File: src/rtl/parity_stream_ctrl.sv
// rtl/parity_stream_ctrl.sv - sequencer that frames a serial odd-parity generator behind valid/ready handshakes
//
// Accepts a WIDTH-bit message on in_valid/in_ready and clears the external
// serial parity generator for one cycle. It then shifts the message into the
// generator MSB-first, waits FSM_LAT cycles for the generator result, and
// returns the message with its odd-parity bit on out_valid/out_ready.
//
// Parameters:
//   WIDTH    message width in bits (>= 1)
//   FSM_LAT  cycles from the last serial bit to a valid generator output (>= 1)
//
// Ports:
//   clk, reset            clock, synchronous active-high reset
//   in_valid/in_ready     upstream handshake, in_data parallel message
//   fsm_reset, fsm_in     reset and serial data to the parity generator
//   fsm_out               parity output of the generator
//   out_valid/out_ready   downstream handshake, out_data/out_parity result
//   busy                  high in any state other than IDLE
//   parity_err            (PARITY_STREAM_CHECK_EN only) sticky generator mismatch flag
//
// Build option: define PARITY_STREAM_CHECK_EN to add the parity_err checker.

module parity_stream_ctrl #(
  parameter int WIDTH   = 3,
  parameter int FSM_LAT = 1
) (
  input  logic             clk,
  input  logic             reset,
  input  logic             in_valid,
  output logic             in_ready,
  input  logic [WIDTH-1:0] in_data,
  output logic             fsm_reset,
  output logic             fsm_in,
  input  logic             fsm_out,
  output logic             out_valid,
  input  logic             out_ready,
  output logic [WIDTH-1:0] out_data,
  output logic             out_parity,
  output logic             busy
`ifdef PARITY_STREAM_CHECK_EN
  ,
  output logic             parity_err
`endif
);

  // Counter widths kept at least one bit so WIDTH=1 / FSM_LAT=1 still elaborate.
  localparam int CNT_W  = (WIDTH > 1) ? $clog2(WIDTH) : 1;
  localparam int WAIT_W = (FSM_LAT > 1) ? $clog2(FSM_LAT) : 1;

  typedef enum logic [2:0] {
    IDLE  = 3'd0,
    CLR   = 3'd1,
    SHIFT = 3'd2,
    WAIT  = 3'd3,
    DONE  = 3'd4
  } state_t;

  state_t             state;
  logic [WIDTH-1:0]   shreg;
  logic [CNT_W-1:0]   bit_cnt;
  logic [WAIT_W-1:0]  wait_cnt;

  assign in_ready  = (state == IDLE);
  assign busy      = (state != IDLE);
  // Generator is held in reset with the controller and during the CLR cycle.
  assign fsm_reset = reset | (state == CLR);

  always_ff @(posedge clk) begin
    if (reset) begin
      state      <= IDLE;
      shreg      <= '0;
      bit_cnt    <= '0;
      wait_cnt   <= '0;
      out_valid  <= 1'b0;
      out_data   <= '0;
      out_parity <= 1'b0;
      fsm_in     <= 1'b0;
    end else begin
      case (state)
        IDLE: begin
          fsm_in <= 1'b0;
          if (in_valid) begin
            shreg    <= in_data;
            out_data <= in_data;
            state    <= CLR;
          end
        end

        CLR: begin
          // fsm_in is registered, so the MSB is launched as CLR is left.
          fsm_in  <= shreg[WIDTH-1];
          shreg   <= shreg << 1;
          bit_cnt <= CNT_W'(WIDTH - 1);
          state   <= SHIFT;
        end

        SHIFT: begin
          if (bit_cnt == '0) begin
            fsm_in   <= 1'b0;
            wait_cnt <= WAIT_W'(FSM_LAT - 1);
            state    <= WAIT;
          end else begin
            fsm_in  <= shreg[WIDTH-1];
            shreg   <= shreg << 1;
            bit_cnt <= bit_cnt - 1'b1;
          end
        end

        WAIT: begin
          fsm_in <= 1'b0;
          if (wait_cnt == '0) begin
            out_parity <= fsm_out;
            out_valid  <= 1'b1;
            state      <= DONE;
          end else begin
            wait_cnt <= wait_cnt - 1'b1;
          end
        end

        DONE: begin
          fsm_in <= 1'b0;
          if (out_ready) begin
            out_valid <= 1'b0;
            state     <= IDLE;
          end
        end

        default: begin
          state     <= IDLE;
          out_valid <= 1'b0;
          fsm_in    <= 1'b0;
        end
      endcase
    end
  end

`ifdef PARITY_STREAM_CHECK_EN
  // out_data still holds the accepted message, so its reduction gives the
  // expected odd-parity bit independent of the generator.
  always_ff @(posedge clk) begin
    if (reset) begin
      parity_err <= 1'b0;
    end else if (state == WAIT && wait_cnt == '0 && fsm_out != ~^out_data) begin
      parity_err <= 1'b1;
    end
  end
`endif

endmodule
File: config.mk
export PLATFORM = sky130hd
export DESIGN_NAME = parity_stream_ctrl
export DESIGN_NICKNAME = d
export VERILOG_FILES = /design/src/rtl/parity_stream_ctrl.sv
export SDC_FILE = /design/constraint.sdc
export NUM_CORES = 1
export LEC_CHECK = 0
export CAP_MARGIN = 20
export CELL_PAD_IN_SITES_DETAIL_PLACEMENT = 2
export CELL_PAD_IN_SITES_GLOBAL_PLACEMENT = 2
export CORE_MARGIN = 4
export CORE_UTILIZATION = 30
export CTS_BUF_LIST = sky130_fd_sc_hd__clkbuf_8
export DETAILED_ROUTE_END_ITERATION = 12
export PLACE_DENSITY = 0.8
export SLEW_MARGIN = 15
export SYNTH_ARGS = -nofsm -noshare
export SYNTH_HDL_FRONTEND = slang
export SYNTH_SLANG_ARGS = --single-unit
File: constraint.sdc
create_clock -name clk -period 1.8 [get_ports clk]
set_input_delay 0.36 -clock clk [delete_from_list [all_inputs] [get_ports clk]]
set_output_delay 0.36 -clock clk [all_outputs]
set_load 0.1 [all_outputs]
Yosys cells after proc, flatten, opt, wreduce, memory -nomap -nowiden
Index checks and enable logic that the tools add are counted.
Widths: inputs -> output; s select.

operators by class
  $mul = 0
  shifts and indexed selects = 0
  reduce and logical (&&, ||, !) cells = 14
  magnitude comparators = 0
  div/mod/pow operators = 0
  equal/unequal tests = 9
  bitwise operators = 3
  mux-type cells = 18
  add/sub/neg operators = 2

operators with widths
  kind                 count
  $mux 3               6
  $pmux 3 s5           1
  $ne 2x2->1 const B   5
  $pmux 3 s3           1
  $reduce_and 2->1     4
  $eq 3x2->1 const B   2
  $reduce_and 3->1     2
  $reduce_bool 3->1    2
  $mux 1               5
  $pmux 1 s2           2
  $pmux 2 s2           1
  $reduce_and 4->1     1
  $reduce_bool 2->1    2
  $eq 3x1->1 const B   1
  $eq 3x3->1 const B   1
  $logic_not 3->1      1
  $pmux 1 s3           1
  $reduce_or 3->1      1
  $logic_not 2->1      1
  $mux 2               1
  $not 1->1            2
  $sub 2x1->2 const B  1
  $or 1x1->1           1
  $sub 1x1->1 const B  1

storage, ports and cells
  output and inout bits = 9
  bits in read-only memories = 0
  bits in writable memories = 0
  memories = 0
  bits in latches = 0
  input port bits = 8
  flip-flop bits (word level) = 15

Logic depth before layout (Yosys ltp)
  depth in word-level cells = 4
  gate-level depth with buffers = 6
  depth with buffers taken out = 6

Worst setup path after synthesis
No wires, ideal clock.

  path type = reg-to-output
  start = reg state[0]
  end = out busy
  slack = -0.696 ns
  buffers on the path = 1
  data arrival time = 2.136 ns
  required time = 1.440 ns
  cell stages (with the launch flop) = 4
  path through = dfxtp_1 > buf_2 > nor3_4 > inv_1

on the way
  word-level cells in the longest chain between the ends = 1

RTL lines
  what                    line  source
  start, declared         58    state_t state;
  start signal, assigned  70    state <= IDLE;
  start signal, assigned  85    state <= CLR;
  start signal, assigned  94    state <= SHIFT;
  $reduce_bool 3->1       64    assign busy = (state != IDLE);
  end, declared           39    output logic busy

No other way between the ends.

Worst setup path in the final report
  start = reg state[2]
  end = out fsm_reset

on the way
  word-level cells in the longest chain between the ends = 2

RTL lines
  what           line  source
  $eq 3x1->1     66    assign fsm_reset = reset | (state == CLR);
  $or 1x1->1     66
  end, declared  32    output logic fsm_reset,

No other way between the ends.

==> results.py <==
metrics = {
    "run_status": {
        "status": "complete, no violations",
    },
    "critical_path": {
        "endpoint_kind": "primary output",
        "cp.buffers_inverters": 2,
        "critical_path.top_delay_family": "flip-flops",
        "cpPeakStageDelay_ps": 660,
        "start_kind": "register",
        "cp_data_required_time_ps": 1440,
        "crit_arrival_ps": 1400,
        "slowest_stage": "dfxtp_1",
        "crit_type": "register to primary output",
        "path_max_fanout": 9,
        "crit_chain": "inv_2 -> a31o_1 -> buf_12",
    },
    "power": {
        "power_density_nw_per_um2": 1210,
        "leakagePower_nw": 0.410,
        "peakVddDrop_mv": 0.552,
    },
    "routing": {
        "dr_wl_met2_um": 1090,
        "firstDrtPassIters": 2,
        "antenna_left": 0,
        "avgRoutedWirePerCell_um": 16.7,
        "wl_met1_um": 932,
        "dr.first_iter.drc_count": 5,
        "route.detailed.drc": 0,
        "via_count": 637,
        "highest_layer": "met4",
        "vias_per_cell": 5.02,
        "route.met3.wl_um": 73,
        "routed_wirelength_um": 2120,
    },
    "timing": {
        "hold_violations": 0,
        "rsz0062_at_grt": "false",
        "maxSlewViolCount": 0,
        "fmaxAchievable_ghz": 0.568,
        "setup_violations": 0,
        "min_period_ps": 1760,
        "period_share_pct": 97.8,
        "worst_slew_pin_slew_ps": 542,
        "skew_ps": 2.73,
        "fin_tns_setup_ps": 0,
        "slew_headroom_pct": 63.8,
    },
    "die": {
        "num_io_pins": 17,
        "core_um2": 2250,
        "die_h_um": 57.0,
        "die_w_um": 57.0,
        "num_rows": 17,
        "fp.dieArea_um2": 3250,
        "initial_core_util_pct": 32.0,
    },
    "logic_synthesis": {
        "yosys.area_share.simple_pct": 22.0,
        "synth_area_per_cell_um2": 9.36,
        "synth.area.mux_share_pct": 6.94,
        "synth_nets": 86,
        "synth_compound_area_share_pct": 23.1,
        "synth_xor_area_share_pct": 1.22,
        "ys_types": 30,
        "syn_inst": 77,
        "yosysSeqAreaShare_pct": 38.9,
        "ys_seq_elements": 14,
        "yosysWarningCount": 0,
        "synth_top_family_by_area": "compound AO/OA/AOI/OAI gates",
        "netlist_area_um2": 721,
        "synthAdderAreaFrac_pct": 1.74,
    },
    "final_layout": {
        "area_growth_pct": 50.2,
        "num-nets-final": 109,
        "nFillCells": 255,
        "drive_gt1_share_pct": 30.3,
        "design_area_um2": 1080,
        "diodes": 0,
    },
    "clock_tree": {
        "cts_buffer_depth": 2,
        "cts_hold_buf": 0,
        "ctsResizeCount": 0,
        "cts_buffers": 3,
        "clockRootBuffer": "clkbuf_8",
        "clock_sinks": 14,
        "clock_latency_ps": 250,
        "htreeDepth": 1,
        "cts_tree": "yes",
        "cts.clk_slew.worst_paths_ps": 60,
    },
    "global_route": {
        "grt_util_all_layers_pct": 13.5,
        "grt_pass1_wl_um": 3390,
        "grt_pass1_vias": 687,
        "antenna_found_initial": 0,
        "grt_max_degree": 15,
        "grt.overflow.total": 0,
    },
    "placed_design": {
        "portBuffers": 16,
        "dp_hpwl_um": 1510,
        "place_area_um2": 1010,
        "place.gp.congestion": 0.675,
    },
    "worst_hold_path": {
        "hp-class": "register to register",
    },
    "job": {
        "drv_cap": 0,
    },
}
[final cells by class]
cell class,instances,area [um2],share of cell area (%)
multi-input cells,54,397,36.6
well taps,28,35.0,3.24
flip-flops and latches,14,282,26.0
clock buffers,4,55.1,5.09
repair buffers,22,295,27.3
inverters,5,18.8,1.73
[kinds of logic after synthesis]
family | after synthesis
simple gates | 29
mux | 5
buf+inv | 9
compound gates | 18
flops | 14
fa+ha+maj | 1
xor+xnor | 1
[metrics by stage]
stage                     setup WS (ps)  hold WS (ps)  power [mW]  std cells  utilization (%)
after floorplan                    -616           425       0.799         77                -
after global placement              133           464       0.967        121             44.9
after detailed placement           74.3           467       0.985        121             44.9
after CTS                          8.22           478        1.30        125             47.3
after global routing               3.52           500        1.37        127             48.0
final                              40.3           477        1.31        127             48.0
[synth_stat cells]
| cell type | number | area (um2) |
|---|---|---|
| or2_1 | 1 | 6.26 |
| and2_4 | 1 | 8.76 |
| ha_1 | 1 | 12.5 |
| buf_6 | 1 | 11.3 |
| clkbuf_1 | 1 | 3.75 |
| and3_1 | 1 | 6.26 |
| inv_1 | 4 | 15.0 |
| a21oi_1 | 7 | 35.0 |
| o21ai_1 | 2 | 10.0 |
| nor3_1 | 4 | 20.0 |
| and2_1 | 1 | 6.26 |
| buf_2 | 2 | 10.0 |
| a31o_1 | 1 | 8.76 |
| a31oi_1 | 1 | 6.26 |
| a2111oi_4 | 1 | 27.5 |
| inv_2 | 1 | 3.75 |
| nand3_1 | 4 | 20.0 |
| o32ai_4 | 1 | 27.5 |
| nand2_1 | 5 | 18.8 |
| dfxtp_1 | 14 | 280 |
| o21ai_0 | 1 | 5.00 |
| nor3_4 | 1 | 16.3 |
| mux2i_1 | 5 | 50.1 |
| xnor2_1 | 1 | 8.76 |
| a211oi_2 | 3 | 37.5 |
| a311oi_1 | 1 | 8.76 |
| nor2_1 | 5 | 18.8 |
| nor2b_1 | 1 | 6.26 |
| nand2b_1 | 3 | 18.8 |
| nor2_2 | 2 | 12.5 |
[worst paths after layout]
check                           from                      end  slack (ps)  cells past startpoint
max            state[2]$_SDFFE_PP0P_                fsm_reset          40                      3
min            shreg[0]$_SDFFE_PP0P_    shreg[0]$_SDFFE_PP0P_         480                      2
min reg2reg    shreg[0]$_SDFFE_PP0P_    shreg[0]$_SDFFE_PP0P_         480                      2
max reg2reg  bit_cnt[0]$_SDFFE_PP0P_  bit_cnt[1]$_SDFFE_PP0P_         240                      6
[placed cells by master, fill, tap and decap left out]
cell / count
xnor2_1: 1
dfxtp_2: 1
nand3_1: 4
nor2b_1: 1
and2_1: 1
inv_2: 1
nor2_1: 5
nor3_4: 1
nand2b_1: 3
clkbuf_8: 4
o21ai_1: 2
or2_1: 1
a2111oi_4: 1
and2_4: 1
a21oi_1: 7
o21ai_0: 1
nand2_1: 5
nor2_2: 2
and3_1: 1
clkdlybuf4s50_1: 7
inv_1: 4
a311oi_1: 1
a31o_1: 1
buf_12: 9
a31oi_1: 1
a211oi_2: 3
ha_1: 1
buf_4: 6
nor3_1: 4
o32ai_4: 1
dfxtp_1: 13
mux2i_1: 5
[power by group]
part	total, mW	internal (mW)	switching [mW]
registers	0.406	0.346	0.0594
clock network	0.307	0.194	0.113
logic	0.595	0.242	0.353
[tightest hold or removal path, cell delays in order, from the launching register on]
cell,delay (ps)
dfxtp_1,310
nand2b_1,70
a21oi_1,60
[state kept, by name, indices dropped and copies added (netlist names)]
register	flops
state	3
bit_cnt	2
out_valid	1
shreg	3
out_parity	1
fsm_in	1
out_data	3
[what timing repair did]
| item | 4_1_cts | 5_1_grt |
|---|---|---|
| hold endpoints to repair | 0 | 0 |
| setup endpoints to repair | 0 | 2 |
| setup buffers | 0 | 2 |
[layer usage]
| metal | global-route usage [%] | up-vias |
|---|---|---|
| met5 | 0 | - |
| met4 | 4.97 | 0 |
| met3 | 4.52 | 2 |
| met2 | 21.9 | 11 |
| met1 | 16.7 | 308 |
| li1 | - | 316 |
Note: power is estimated with default switching activity, not from simulation.
